<file path="config.mk">
export PLATFORM = sky130hd
export DESIGN_NAME = tt_um_fg_top_dominik_brandstetter
export DESIGN_NICKNAME = d
export VERILOG_FILES = /design/src/rtl/fg_pkg.sv /design/src/rtl/fg_if.sv /design/src/rtl/fg_core.sv /design/src/rtl/tt_um_fg_top_dominik_brandstetter.sv
export SDC_FILE = /design/constraint.sdc
export NUM_CORES = 1
export LEC_CHECK = 0
export CORE_MARGIN = 8
export CORE_UTILIZATION = 25
export DETAILED_ROUTE_END_ITERATION = 8
export PLACE_DENSITY = 0.37
export SLEW_MARGIN = 20
export SYNTH_ARGS = -nofsm -noshare
export SYNTH_HDL_FRONTEND = slang
export SYNTH_SLANG_ARGS = --single-unit
</file>
<file path="constraint.sdc">
create_clock -name clk -period 20 [get_ports clk]
set_clock_uncertainty 0.15 [all_clocks]
set_input_delay 2 -clock clk [delete_from_list [all_inputs] [get_ports clk]]
set_output_delay 2 -clock clk [all_outputs]
set_load 0.005 [all_outputs]
</file>
<file path="src/rtl/fg_pkg.sv">
// Function generator shared definitions:
// config layout, pin indices, sine table, saturation.
package fg_pkg;

   localparam int CFG_W     = 56;
   localparam int B_CONST   = 55;
   localparam int B_SINE    = 54;
   localparam int PRE_LSB   = 48;
   localparam int CNT_LSB   = 40;
   localparam int PH_LSB    = 32;
   localparam int RISE_LSB  = 24;
   localparam int FALL_LSB  = 16;
   localparam int AMP_LSB   = 8;
   localparam int OFF_LSB   = 0;

   localparam int UIO_CFG_EN   = 7;
   localparam int UIO_WR_N     = 6;
   localparam int UIO_ADDR_LSB = 3;

   typedef struct packed {
      logic       cnst;
      logic       sine;
      logic [5:0] pre;
      logic [7:0] cnt;
      logic [7:0] phase;
      logic [7:0] rise;
      logic [7:0] fall;
      logic [7:0] amp;
      logic [7:0] off;
   } cfg_t;

   typedef enum logic [1:0] {
      MODE_WAVE,
      MODE_SINE,
      MODE_CONST
   } mode_e;

   // round(127*sin(2*pi*i/256)), i = 0..63
   localparam logic [6:0] SINE_Q [64] = '{
      7'd0,   7'd3,   7'd6,   7'd9,   7'd12,  7'd16,  7'd19,  7'd22,
      7'd25,  7'd28,  7'd31,  7'd34,  7'd37,  7'd40,  7'd43,  7'd46,
      7'd49,  7'd51,  7'd54,  7'd57,  7'd60,  7'd63,  7'd65,  7'd68,
      7'd71,  7'd73,  7'd76,  7'd78,  7'd81,  7'd83,  7'd85,  7'd88,
      7'd90,  7'd92,  7'd94,  7'd96,  7'd98,  7'd100, 7'd102, 7'd104,
      7'd106, 7'd107, 7'd109, 7'd111, 7'd112, 7'd113, 7'd115, 7'd116,
      7'd117, 7'd118, 7'd120, 7'd121, 7'd122, 7'd122, 7'd123, 7'd124,
      7'd125, 7'd125, 7'd126, 7'd126, 7'd126, 7'd127, 7'd127, 7'd127
   };

   function automatic logic [7:0] sat8(input logic signed [9:0] v);
      if (v > 10'sd127)
         return 8'h7f;
      if (v < -10'sd128)
         return 8'h80;
      return v[7:0];
   endfunction

   // Full-wave sine from the quarter table; entry 64 is the peak.
   function automatic logic [7:0] sine8(input logic [7:0] p);
      logic [6:0] idx;
      logic [6:0] mag;
      idx = p[6] ? 7'd64 - {1'b0, p[5:0]} : {1'b0, p[5:0]};
      mag = idx[6] ? 7'd127 : SINE_Q[idx[5:0]];
      return p[7] ? 8'd0 - {1'b0, mag} : {1'b0, mag};
   endfunction

endpackage

</file>
<file path="src/rtl/fg_if.sv">
// Config/sample link between the top and the generator core,
// plus a pin bundle for the chip-level pads.
interface fg_if;
   import fg_pkg::*;

   cfg_t       cfg;
   logic       load;
   logic [7:0] phase;
   logic [7:0] sample;

   modport master (
      output cfg, load, phase,
      input  sample
   );

   modport slave (
      input  cfg, load, phase,
      output sample
   );
endinterface


</file>
<file path="src/rtl/fg_core.sv">
// Generator datapath: prescaler, tick counter,
// level ramp, phase accumulator and output arithmetic.
module fg_core
   import fg_pkg::*;
(
   input  logic clk,
   input  logic rst_n,
   fg_if.slave  bus
);

   cfg_t              cfg;
   logic [5:0]        pre_cnt;
   logic [5:0]        pre_top;
   logic [7:0]        c;
   logic [7:0]        lvl;
   logic [7:0]        ph;
   logic [7:0]        sample;
   logic              tick;
   logic              on;
   logic [8:0]        up;
   logic [7:0]        lvl_up;
   logic [7:0]        lvl_dn;
   logic signed [7:0] s;
   logic signed [15:0] prod;
   logic signed [15:0] scaled;
   logic signed [9:0] off10;
   logic signed [9:0] sum;
   mode_e             mode;

   assign cfg = bus.cfg;

   // Tick detection and clamped level steps (9-bit, no wrap).
   always_comb begin
      pre_top = (cfg.pre == 6'd0) ? 6'd0 : cfg.pre - 6'd1;
      tick    = (pre_cnt == pre_top);
      on      = (c < cfg.phase);
      up      = {1'b0, lvl} + {1'b0, cfg.rise};
      lvl_up  = (up > {1'b0, cfg.amp}) ? cfg.amp : up[7:0];
      lvl_dn  = (lvl > cfg.fall) ? lvl - cfg.fall : 8'd0;
   end

   // Counters, level and phase; a config load restarts everything.
   always_ff @(posedge clk or negedge rst_n) begin
      if (!rst_n) begin
         pre_cnt <= '0;
         c       <= '0;
         lvl     <= '0;
         ph      <= '0;
      end else if (bus.load) begin
         pre_cnt <= '0;
         c       <= '0;
         lvl     <= '0;
         ph      <= bus.phase;
      end else if (tick) begin
         pre_cnt <= '0;
         c       <= (c == cfg.cnt) ? 8'd0 : c + 8'd1;
         lvl     <= on ? lvl_up : lvl_dn;
         ph      <= ph + cfg.cnt;
      end else begin
         pre_cnt <= pre_cnt + 6'd1;
      end
   end

   // Mode select and 10-bit signed output sum.
   always_comb begin
      mode   = cfg.cnst ? MODE_CONST
             : (cfg.sine ? MODE_SINE : MODE_WAVE);
      s      = sine8(ph);
      prod   = $signed({{8{s[7]}}, s})
             * $signed({8'h00, cfg.amp});
      scaled = prod >>> 7;
      off10  = {{2{cfg.off[7]}}, cfg.off};
      sum    = off10;
      unique case (mode)
         MODE_CONST: sum = off10 + $signed({2'b00, cfg.amp});
         MODE_SINE:  sum = off10 + $signed(scaled[9:0]);
         default:    sum = off10 + $signed({2'b00, lvl});
      endcase
   end

   // Registered, saturated sample.
   always_ff @(posedge clk or negedge rst_n) begin
      if (!rst_n)
         sample <= '0;
      else
         sample <= sat8(sum);
   end

   assign bus.sample = sample;

endmodule

</file>
<file path="src/rtl/tt_um_fg_top_dominik_brandstetter.sv">
// Tiny Tapeout function generator top: pin sync,
// byte-wise shadow config and active config.
module tt_um_fg_top_dominik_brandstetter
   import fg_pkg::*;
(
   input  logic [7:0] ui_in,
   output logic [7:0] uo_out,
   input  logic [7:0] uio_in,
   output logic [7:0] uio_out,
   output logic [7:0] uio_oe,
   input  logic       ena,
   input  logic       clk,
   input  logic       rst_n
);

   logic [1:0]       en_sync;
   logic [1:0]       wr_sync;
   logic             en_q;
   logic             wr_q;
   logic             en_s;
   logic             wr_s;
   logic             wr_evt;
   logic             load;
   logic [2:0]       addr;
   logic [CFG_W-1:0] shadow;
   cfg_t             active;
   logic             unused_ok;

   fg_if link ();

   // Two-flop sync of CFG_EN / WR_N plus edge history.
   always_ff @(posedge clk or negedge rst_n) begin
      if (!rst_n) begin
         en_sync <= 2'b00;
         wr_sync <= 2'b11;
         en_q    <= 1'b0;
         wr_q    <= 1'b1;
      end else begin
         en_sync <= {en_sync[0], uio_in[UIO_CFG_EN]};
         wr_sync <= {wr_sync[0], uio_in[UIO_WR_N]};
         en_q    <= en_sync[1];
         wr_q    <= wr_sync[1];
      end
   end

   assign en_s   = en_sync[1];
   assign wr_s   = wr_sync[1];
   assign wr_evt = en_s & wr_s & ~wr_q;
   assign load   = en_q & ~en_s;
   assign addr   = uio_in[UIO_ADDR_LSB +: 3];

   // Shadow bytes fill during a session; activated when it ends.
   always_ff @(posedge clk or negedge rst_n) begin
      if (!rst_n) begin
         shadow <= '0;
         active <= '0;
      end else begin
         if (wr_evt && addr != 3'd7)
            shadow[{3'd6 - addr, 3'b000} +: 8] <= ui_in;
         if (load)
            active <= cfg_t'(shadow);
      end
   end

   assign link.cfg   = active;
   assign link.load  = load;
   assign link.phase = shadow[PH_LSB +: 8];

   fg_core u_core (
      .clk   (clk),
      .rst_n (rst_n),
      .bus   (link.slave)
   );

   assign uo_out    = link.sample;
   assign uio_out   = 8'h00;
   assign uio_oe    = 8'h00;
   assign unused_ok = &{1'b0, ena, uio_in[2:0]};

endmodule

</file>
==> results of run 1 <==
-- logic make-up (layout without fill, tap and decap cells) --
family,Yosys count,count (layout),share of synthesized area
compound gates,270,270,0.1494
buf+inv,172,173,0.06388
xor+xnor,67,67,0.05314
simple gates,424,424,0.1684
other cells,1,16,0.0003318
fa+ha+maj,140,140,0.1809
mux,41,41,0.03820
flops,156,156,0.3458
-- power by group --
part           switching, uW  internal, uW  total [uW]
combinational            596           392         987
clock                    136           188         324
sequential              59.0           366         425
-- state kept, by name, indices dropped and copies added (netlist names) --
name / count
u_core.ph: 8
shadow: 56
wr_sync: 2
en_sync: 2
active: 56
u_core.pre_cnt: 6
u_core.lvl: 8
en_q: 1
u_core.c: 8
wr_q: 1
u_core.bus.sample: 8
-- metrics by stage --
stage	cells	hold slack, ps	setup slack (ps)
2_1_floorplan	1286	181.2	10950
3_3_place_gp	1856	193.9	9254
3_5_place_dp	1856	193.5	9315
4_1_cts	1887	208.3	9242
5_1_grt	1887	213.2	8403
6_report	1887	206.3	9360
-- metal layers --
| layer | routed length, um | up-vias |
|---|---|---|
| met5 | 0 | - |
| met4 | 294 | 0 |
| met3 | 583 | 16 |
| met2 | 14160 | 83 |
| met1 | 15230 | 4080 |
| li1 | - | 4284 |
-- cell type report --
cell class                 count  area [sq um]
fill                        4848         32290
multi-input combinational    958          6741
sequential                   156          3908
tap                          600         750.7
clock buffer                  23         498.0
inverter                     108         406.6
timing repair buffer          34         311.5
clock inverter                 8         83.83
-- placed cells by master, fill, tap and decap left out, types with 17 or more instances in the layout --
cell type          n
nand2_1          235
dfrtp_1          153
o21ai_0          121
inv_1            105
ha_1             101
nor2_1            62
xnor2_1           49
a21oi_1           47
fa_1              39
and2_1            32
mux2i_1           24
nand3_1           23
clkdlybuf4s50_1   21
nor3_1            20
xor2_1            17
clkbuf_16         17
-- how the worst min path moves through the flow --
stage          startpoint          to  slack [ps]  cells after the start
3_3_place_gp   en_sync[0]  en_sync[1]         190                      0
2_1_floorplan  en_sync[0]  en_sync[1]         180                      0
4_1_cts        en_sync[0]  en_sync[1]         210                      0
5_1_grt        en_sync[0]  en_sync[1]         210                      0
3_5_place_dp   en_sync[0]  en_sync[1]         190                      0
6_report       en_sync[0]  en_sync[1]         210                      0
==> results.json, run 1 <==
{
  "status": "complete, no violations",
  "endpoint": "u_core.bus.sample[6]",
  "finalPower_uw": 1736,
  "groute.layer.met1.usage": 0.1635,
  "nNetsFinal": 1434,
  "synth_top_area_frac": 0.3388,
  "synthesis.area_sq_um": 11300,
  "die_h_um": 228.6,
  "ys_warn_count": 0,
  "pin_count": 43,
  "async_flop_share": 1.000,
  "ant_nets": 0,
  "yosys-top-cells-area": "dfrtp_1 (34%), ha_1 (11%), nand2_1 (7.8%)",
  "fmax_mhz": 93.98,
  "pwr_density_cell_nw_per_um2": 136.7,
  "remaining_drc_errors": 0,
  "cts_made_buffers": 17,
  "synth_cells": 1271,
  "firstDrtPassIters": 5,
  "synth_ff_type": "dfrtp_1",
  "std_cell_rows": 78,
  "slowest_delay_ps": 610,
  "cp.required_ps": 20120,
  "dieArea_sq_um": 52260,
  "first_global_vias": 8588,
  "r2r-start": "u_core.ph[0]",
  "drive_gt1_frac": 0.06216,
  "htreeDepth": 4,
  "avgSynthCellArea_sq_um": 8.891,
  "viasPerCell": 4.485,
  "diodes": 0,
  "critPathCaptureType": "flop",
  "crit_top_cell": "inv_1",
  "cts_tree": "built",
  "rr_endpoint": "u_core.bus.sample[6]",
  "crit_family": "adder cells",
  "setup_tns_ps": 0,
  "hpwl_mm": 22.50,
  "ff2ff_path_depth": 38,
  "grt_pass1_wl_mm": 49.81,
  "hold_violations": 0,
  "path_depth": 38,
  "hold_buffers": 0,
  "wire_per_inst_um": 16.04,
  "path_buf_inv": 7,
  "fin_util": 0.2823,
  "p_leak_uw": 0.006040,
  "cp-start-kind": "flop",
  "num_vias": 8463,
  "period_needed_ps": 10640,
  "finalMaxSlewViolations": 0,
  "synth.most_common_cell": "nand2_1",
  "place_area_sq_um": 12120,
  "use_met2": 0.1926,
  "rsz0062_at_grt": "false",
  "max-slew-margin-rel": 0.3480,
  "fin_crit_sh": 0.5320,
  "cts_setup_buffers": 0,
  "die_w_um": 228.6,
  "drt_iter0_drc": 376,
  "area_growth_pct": 12.38,
  "port_buffers": 22,
  "setup_viol_count_final": 0,
  "grt_use_met3": 0.01477,
  "vdd_ir_drop_max_v": 0.00008553,
  "totalWireLength_mm": 30.27,
  "crit_type": "reg2reg",
  "path_clk_slew_ps": 60,
  "synth-edff-count": 0,
  "grt_max_degree": 96,
  "initial_core_util": 0.2512,
  "gr-max-usage-layer": "met2",
  "tightest_slew_ps": 970.5,
  "crit_fanout": 11,
  "synth_common_cells": "nand2_1 (235), dfrtp_1 (153), o21ai_0 (121)",
  "antenna_found_initial": 0,
  "seq_area_frac_synth": 0.3458,
  "core-area_sq_um": 44990,
  "ctsResizeCount": 0,
  "crit_arrival_ps": 10760,
  "cts-root-buf": "clkbuf_16",
  "worst_skew_pair.late_latency_ps": 440,
  "drv_cap": 0,
  "grt_overflow": 0,
  "groute.usage.overall": 0.1183,
  "cpMaxStageDelayCell": "xnor2_1",
  "yosysTopAreaCell": "dfrtp_1",
  "gp_congestion": 0.7828,
  "fin_area_sq_um": 12700,
  "hp-class": "reg2reg",
  "clkSinkCount": 156,
  "synth_cell_type_count": 77,
  "clk_path_buf_depth": 2,
  "r2r_slack_ps": 9360,
  "startpoint": "u_core.ph[0]",
  "ys_ff_latch": 156
}
Note: power is estimated with default switching activity, not from simulation.
==> inputs of run 2 (changes only) <==
--- a/config.mk
+++ b/config.mk
@@ -8,7 +8,7 @@
 export CORE_MARGIN = 8
 export CORE_UTILIZATION = 25
 export DETAILED_ROUTE_END_ITERATION = 8
-export PLACE_DENSITY = 0.37
+export PLACE_DENSITY = 0.39
 export SLEW_MARGIN = 20
 export SYNTH_ARGS = -nofsm -noshare
 export SYNTH_HDL_FRONTEND = slang
==> constraint.sdc (replaced) <==
create_clock -name clk -period 8.6 [get_ports clk]
set_clock_uncertainty 0.15 [all_clocks]
set_input_delay 0.86 -clock clk [delete_from_list [all_inputs] [get_ports clk]]
set_output_delay 0.86 -clock clk [all_outputs]
set_load 0.005 [all_outputs]
==> results.json, run 2 (synthesis gave the netlist of run 1 again) <==
{
  "hp-class": "in2async",
  "routedLengthMet1_mm": 15.23,
  "cp.required_ps": 8760,
  "die_h_um": 228.6,
  "top_regs": "active x56, shadow x56",
  "wl_met2_mm": 14.87,
  "slowest_delay_ps": 570,
  "std_cell_rows": 78,
  "pre_cts_slack_ps": -357.9,
  "die_w_um": 228.6,
  "setup_viol_count_final": 0,
  "r2r_slack_ps": 140,
  "core-area_sq_um": 44990,
  "hpwl_mm": 22.80,
  "crit_top_cell": "inv_2",
  "drt_iter0_drc": 327,
  "crit_fanout": 7,
  "grt_overflow": 0,
  "cpMaxStageDelayCell": "fa_1",
  "clk_path_buf_depth": 2,
  "final_cell_mix": "nand2_1 (235), dfrtp_1 (151), buf_4 (108)",
  "pwr_density_cell_nw_per_um2": 369.7,
  "htreeDepth": 4,
  "period_needed_ps": 8461,
  "seqPwrFrac": 0.187,
  "nNetsFinal": 1536,
  "cts_tree": "built",
  "fmax_mhz": 118.2,
  "num_vias": 8918,
  "firstDrtPassIters": 6,
  "p_leak_uw": 0.006669,
  "power_frac_clock": 0.155,
  "rsz0062_at_grt": "true",
  "crit_arrival_ps": 8620,
  "final_common_cell": "nand2_1",
  "grt_pass1_wl_mm": 50.89,
  "status": "complete, no violations",
  "cts-root-buf": "clkbuf_16",
  "remaining_drc_errors": 0,
  "max-slew-margin-rel": 0.2955,
  "wire_per_inst_um": 15.68,
  "combPwrFrac": 0.658,
  "multi_input_area_sq_um": 7244,
  "hold_buffers": 0,
  "fin_ws_ps": 138.9,
  "hold_violations": 0,
  "stdcell_count": 1990,
  "port_buffers": 22,
  "fillers": 4737,
  "place_inst": 1934,
  "cts_made_buffers": 17,
  "drv_cap": 0,
  "wl_met3_um": 688,
  "antenna_found_initial": 0,
  "drive_gt1_frac": 0.1935,
  "crit_type": "reg2reg",
  "grt_max_degree": 101,
  "switching_share": 0.4202,
  "gp_congestion": 0.7951,
  "area_growth_pct": 24.44,
  "path_clk_slew_ps": 70,
  "worst_skew_pair.late_latency_ps": 440,
  "first_global_vias": 9016,
  "finalPower_uw": 5199,
  "finalMaxSlewViolations": 0,
  "hold_slack_ps": 131.8,
  "critPathCaptureType": "flop",
  "groute.usage.overall": 0.1204,
  "tightest_slew_ps": 1049,
  "clkSinkCount": 156,
  "dieArea_sq_um": 52260,
  "ant_nets": 0,
  "cp-start-kind": "flop",
  "fin_crit_sh": 0.9839,
  "vdd_ir_drop_max_v": 0.0001681,
  "switchingPower_uw": 2185,
  "totalWireLength_mm": 31.19,
  "initial_core_util": 0.2512,
  "ff_latch_area_sq_um": 3910,
  "viasPerCell": 4.481,
  "internal_power_uw": 3014,
  "top_layer": "met4",
  "pin_count": 43,
  "diodes": 0
}
-- run 2: layout make-up --
class                      instances  area share
multi-input combinational        958      0.5152
sequential                       156      0.2781
timing repair buffer             136     0.07919
tap                              600     0.05339
clock buffer                      21     0.03346
inverter                         108     0.02972
clock inverter                    11     0.01103
-- run 2: path summary, 6_finish.rpt --
kind	start	end	cells after the start
worst min register to register	wr_sync[0]	wr_sync[1]	0
worst max register to register	u_core.ph[1]	u_core.bus.sample[2]	38
max in group asynchronous	rst_n	u_core.bus.sample[5]	3
min in group clk	wr_sync[0]	wr_sync[1]	0
worst min-delay path	rst_n	u_core.c[5]	1
worst max-delay path	u_core.ph[1]	u_core.bus.sample[2]	38
-- run 2: power groups by stage --
| stage | clock network [uW] | registers [uW] | logic, uW |
|---|---|---|---|
| after global routing | 857 | 992 | 3790 |
| after CTS | 835 | 972 | 2970 |
| after global placement | 0 | 982 | 2780 |
| after detailed placement | 0 | 984 | 2780 |
| final | 808 | 972 | 3420 |
| after floorplan | 0 | 936 | 1750 |
-- run 2: metal layers --
metal | global-route usage | up-vias
met3 | 0.01762 | 24
li1 | - | 4479
met1 | 0.1619 | 4325
met4 | 0.02867 | 0
met2 | 0.2012 | 90
met5 | 0 | -
-- run 2: critical path: cells and delay by family, from the launching register on --
kind,cells,cell delay [ps]
AO/OA/AOI/OAI,12,1920
XOR/XNOR,2,340
adder cells (fa/ha/maj),9,3240
buffers and inverters,8,550
flip-flops,1,420
AND/OR/NAND/NOR,7,1710
-- run 2: metrics by stage --
| step | TNS, ps | util | area, sq um |
|---|---|---|---|
| floorplan | 0 | - | 11380 |
| global placement | -2286 | 0.2828 | 12720 |
| detailed placement | -2437 | 0.2828 | 12720 |
| CTS | 0 | 0.3007 | 13530 |
| global route | -1204 | 0.3126 | 14060 |
| finish | 0 | 0.3126 | 14060 |
-- run 2: what timing repair did --
| action | CTS | global route |
|---|---|---|
| cloned | 0 | 1 |
| resized for setup | 31 | 91 |
| buffers inserted | 8 | 15 |
| setup endpoints to repair | 8 | 8 |
| pin swaps | 15 | 68 |
==> inputs of run 3 (changes only) <==
--- a/config.mk
+++ b/config.mk
@@ -5,10 +5,12 @@
 export SDC_FILE = /design/constraint.sdc
 export NUM_CORES = 1
 export LEC_CHECK = 0
+export CELL_PAD_IN_SITES_DETAIL_PLACEMENT = 0
+export CELL_PAD_IN_SITES_GLOBAL_PLACEMENT = 1
 export CORE_MARGIN = 8
 export CORE_UTILIZATION = 25
 export DETAILED_ROUTE_END_ITERATION = 8
-export PLACE_DENSITY = 0.39
+export PLACE_DENSITY = 0.47
 export SLEW_MARGIN = 20
 export SYNTH_ARGS = -nofsm -noshare
 export SYNTH_HDL_FRONTEND = slang
==> results.json, run 3 (synthesis gave the netlist of run 1 again) <==
{
  "remaining_drc_errors": 0,
  "fillers": 4775,
  "cts_made_buffers": 17,
  "antenna_found_initial": 0,
  "status": "complete, no violations",
  "diodes": 0,
  "fin_ws_ps": 310.4,
  "pwr_density_cell_nw_per_um2": 368.6,
  "path_clk_slew_ps": 60,
  "cp.required_ps": 8760,
  "std_cell_rows": 78,
  "finalPower_uw": 5182,
  "seqPwrFrac": 0.188,
  "drt_iter0_drc": 401,
  "firstDrtPassIters": 4,
  "place_inst": 1941,
  "first_global_vias": 9185,
  "rr_endpoint": "u_core.bus.sample[4]",
  "viasPerCell": 4.499,
  "ant_nets": 0,
  "htreeDepth": 4,
  "power_frac_clock": 0.147,
  "dieArea_sq_um": 52260,
  "max-slew-margin-rel": 0.3652,
  "critPathCaptureType": "flop",
  "top_layer": "met4",
  "crit_type": "reg2reg",
  "cpMaxStageDelayCell": "fa_1",
  "port_buffers": 22,
  "hold_violations": 0,
  "stdcell_count": 1990,
  "slowest_delay_ps": 550,
  "fin_area_sq_um": 14060,
  "nNetsFinal": 1536,
  "pre_cts_slack_ps": -516.3,
  "pin_count": 43,
  "totalWireLength_mm": 31.83,
  "hp-class": "reg2reg",
  "die_h_um": 228.6,
  "rsz0062_at_grt": "true",
  "switchingPower_uw": 2217,
  "p_leak_uw": 0.006655,
  "combPwrFrac": 0.665,
  "setup_tns_ps": 0,
  "vdd_ir_drop_max_v": 0.0001813,
  "cts-root-buf": "clkbuf_16",
  "wire_per_inst_um": 16.00,
  "wl_met3_um": 526,
  "routedLengthMet1_mm": 15.70,
  "r2r_slack_ps": 310,
  "die_w_um": 228.6,
  "num_vias": 8954,
  "ff2ff_path_depth": 38,
  "crit_fanout": 7,
  "hold_end": "wr_sync[1]",
  "setup_viol_count_final": 0,
  "clkSinkCount": 156,
  "initial_core_util": 0.2512,
  "place_area_sq_um": 12810,
  "grt_max_degree": 93,
  "clk_path_buf_depth": 2,
  "drv_cap": 0,
  "drive_gt1_frac": 0.1892,
  "fmax_mhz": 120.6,
  "grt_pass1_wl_mm": 51.83,
  "wl_met2_mm": 15.25,
  "hpwl_mm": 23.60,
  "grt_overflow": 0,
  "finalMaxSlewViolations": 0,
  "fin_crit_sh": 0.9639,
  "top_regs": "active x56, shadow x56",
  "final_cell_mix": "nand2_1 (235), dfrtp_1 (151), buf_4 (108)",
  "min_path_cells": 0,
  "r2r-start": "u_core.ph[1]",
  "hp-start": "wr_sync[0]",
  "cts_tree": "built",
  "internal_power_uw": 2965,
  "switching_share": 0.4278,
  "tightest_slew_ps": 948.0,
  "core-area_sq_um": 44990,
  "area_growth_pct": 24.41,
  "worst_skew_pair.late_latency_ps": 440,
  "period_needed_ps": 8290,
  "crit_arrival_ps": 8450,
  "groute.usage.overall": 0.1234,
  "final_common_cell": "nand2_1",
  "cp-start-kind": "flop",
  "gp_congestion": 0.7641
}
## run 3: changes by cell type in the layout (fill, tap and decap cells not counted), sizes merged
cell and change:
bufinv -2, inv +1, clkinv -2, clkbuf +1, clkinvlp +2
## run 3: worst max path at each step
stage | slack, ps | endpoint | depth (start not counted) | from
detailed placement | -520 | u_core.bus.sample[5] | 39 | u_core.ph[0]
floorplan | 9 | u_core.bus.sample[2] | 35 | u_core.ph[0]
finish | 310 | u_core.bus.sample[4] | 38 | u_core.ph[1]
global route | -60 | u_core.bus.sample[4] | 38 | u_core.ph[1]
global placement | -400 | u_core.bus.sample[2] | 42 | u_core.ph[1]
CTS | 0.09 | u_core.bus.sample[0] | 33 | u_core.ph[0]
## run 3: final cells by class
| class | instances | area [sq um] | area share |
|---|---|---|---|
| Clock buffer | 22 | 484.2 | 0.03444 |
| Clock inverter | 10 | 101.3 | 0.007208 |
| Inverter | 108 | 415.4 | 0.02955 |
| Multi-Input combinational cell | 958 | 7281 | 0.5178 |
| Sequential cell | 156 | 3910 | 0.2781 |
| Tap cell | 600 | 750.7 | 0.05340 |
| Timing Repair Buffer | 136 | 1117 | 0.07947 |
## run 3: layer usage
| layer | track usage | vias to the layer above |
|---|---|---|
| met2 | 0.2044 | 67 |
| met3 | 0.01874 | 21 |
| met4 | 0.02908 | 0 |
| met5 | 0 | - |
| li1 | - | 4492 |
| met1 | 0.1672 | 4374 |
## run 3: power groups by stage
stage	sequential, uW	combinational, uW	clock [uW]
6_report	973	3450	762
5_1_grt	991	3830	812
3_5_place_dp	985	2850	0
2_1_floorplan	936	1750	0
3_3_place_gp	984	2860	0
4_1_cts	972	3070	792
## run 3: what timing repair did
item                       in CTS  in global routing
setup endpoints to repair       8                  8
hold buffers                    0                  0
buffers inserted               10                 10
resized for setup              41                 76
pin swaps                      20                 55
## run 3: critical path: cells and delay by family (launching register included)
| kind | cells | cell delay (ps) |
|---|---|---|
| AO/OA/AOI/OAI | 14 | 2730 |
| XOR/XNOR | 3 | 470 |
| adder cells (fa/ha/maj) | 8 | 2700 |
| buffers and inverters | 7 | 590 |
| flip-flops | 1 | 420 |
| multiplexers | 2 | 390 |
| AND/OR/NAND/NOR | 4 | 680 |
## run 3: metrics by stage
stage | hold slack (ps) | utilization
after floorplan | 181.2 | -
after detailed placement | 193.3 | 0.2847
final | 210.4 | 0.3125
after global routing | 213.0 | 0.3125
after global placement | 201.3 | 0.2846
after CTS | 211.2 | 0.3027
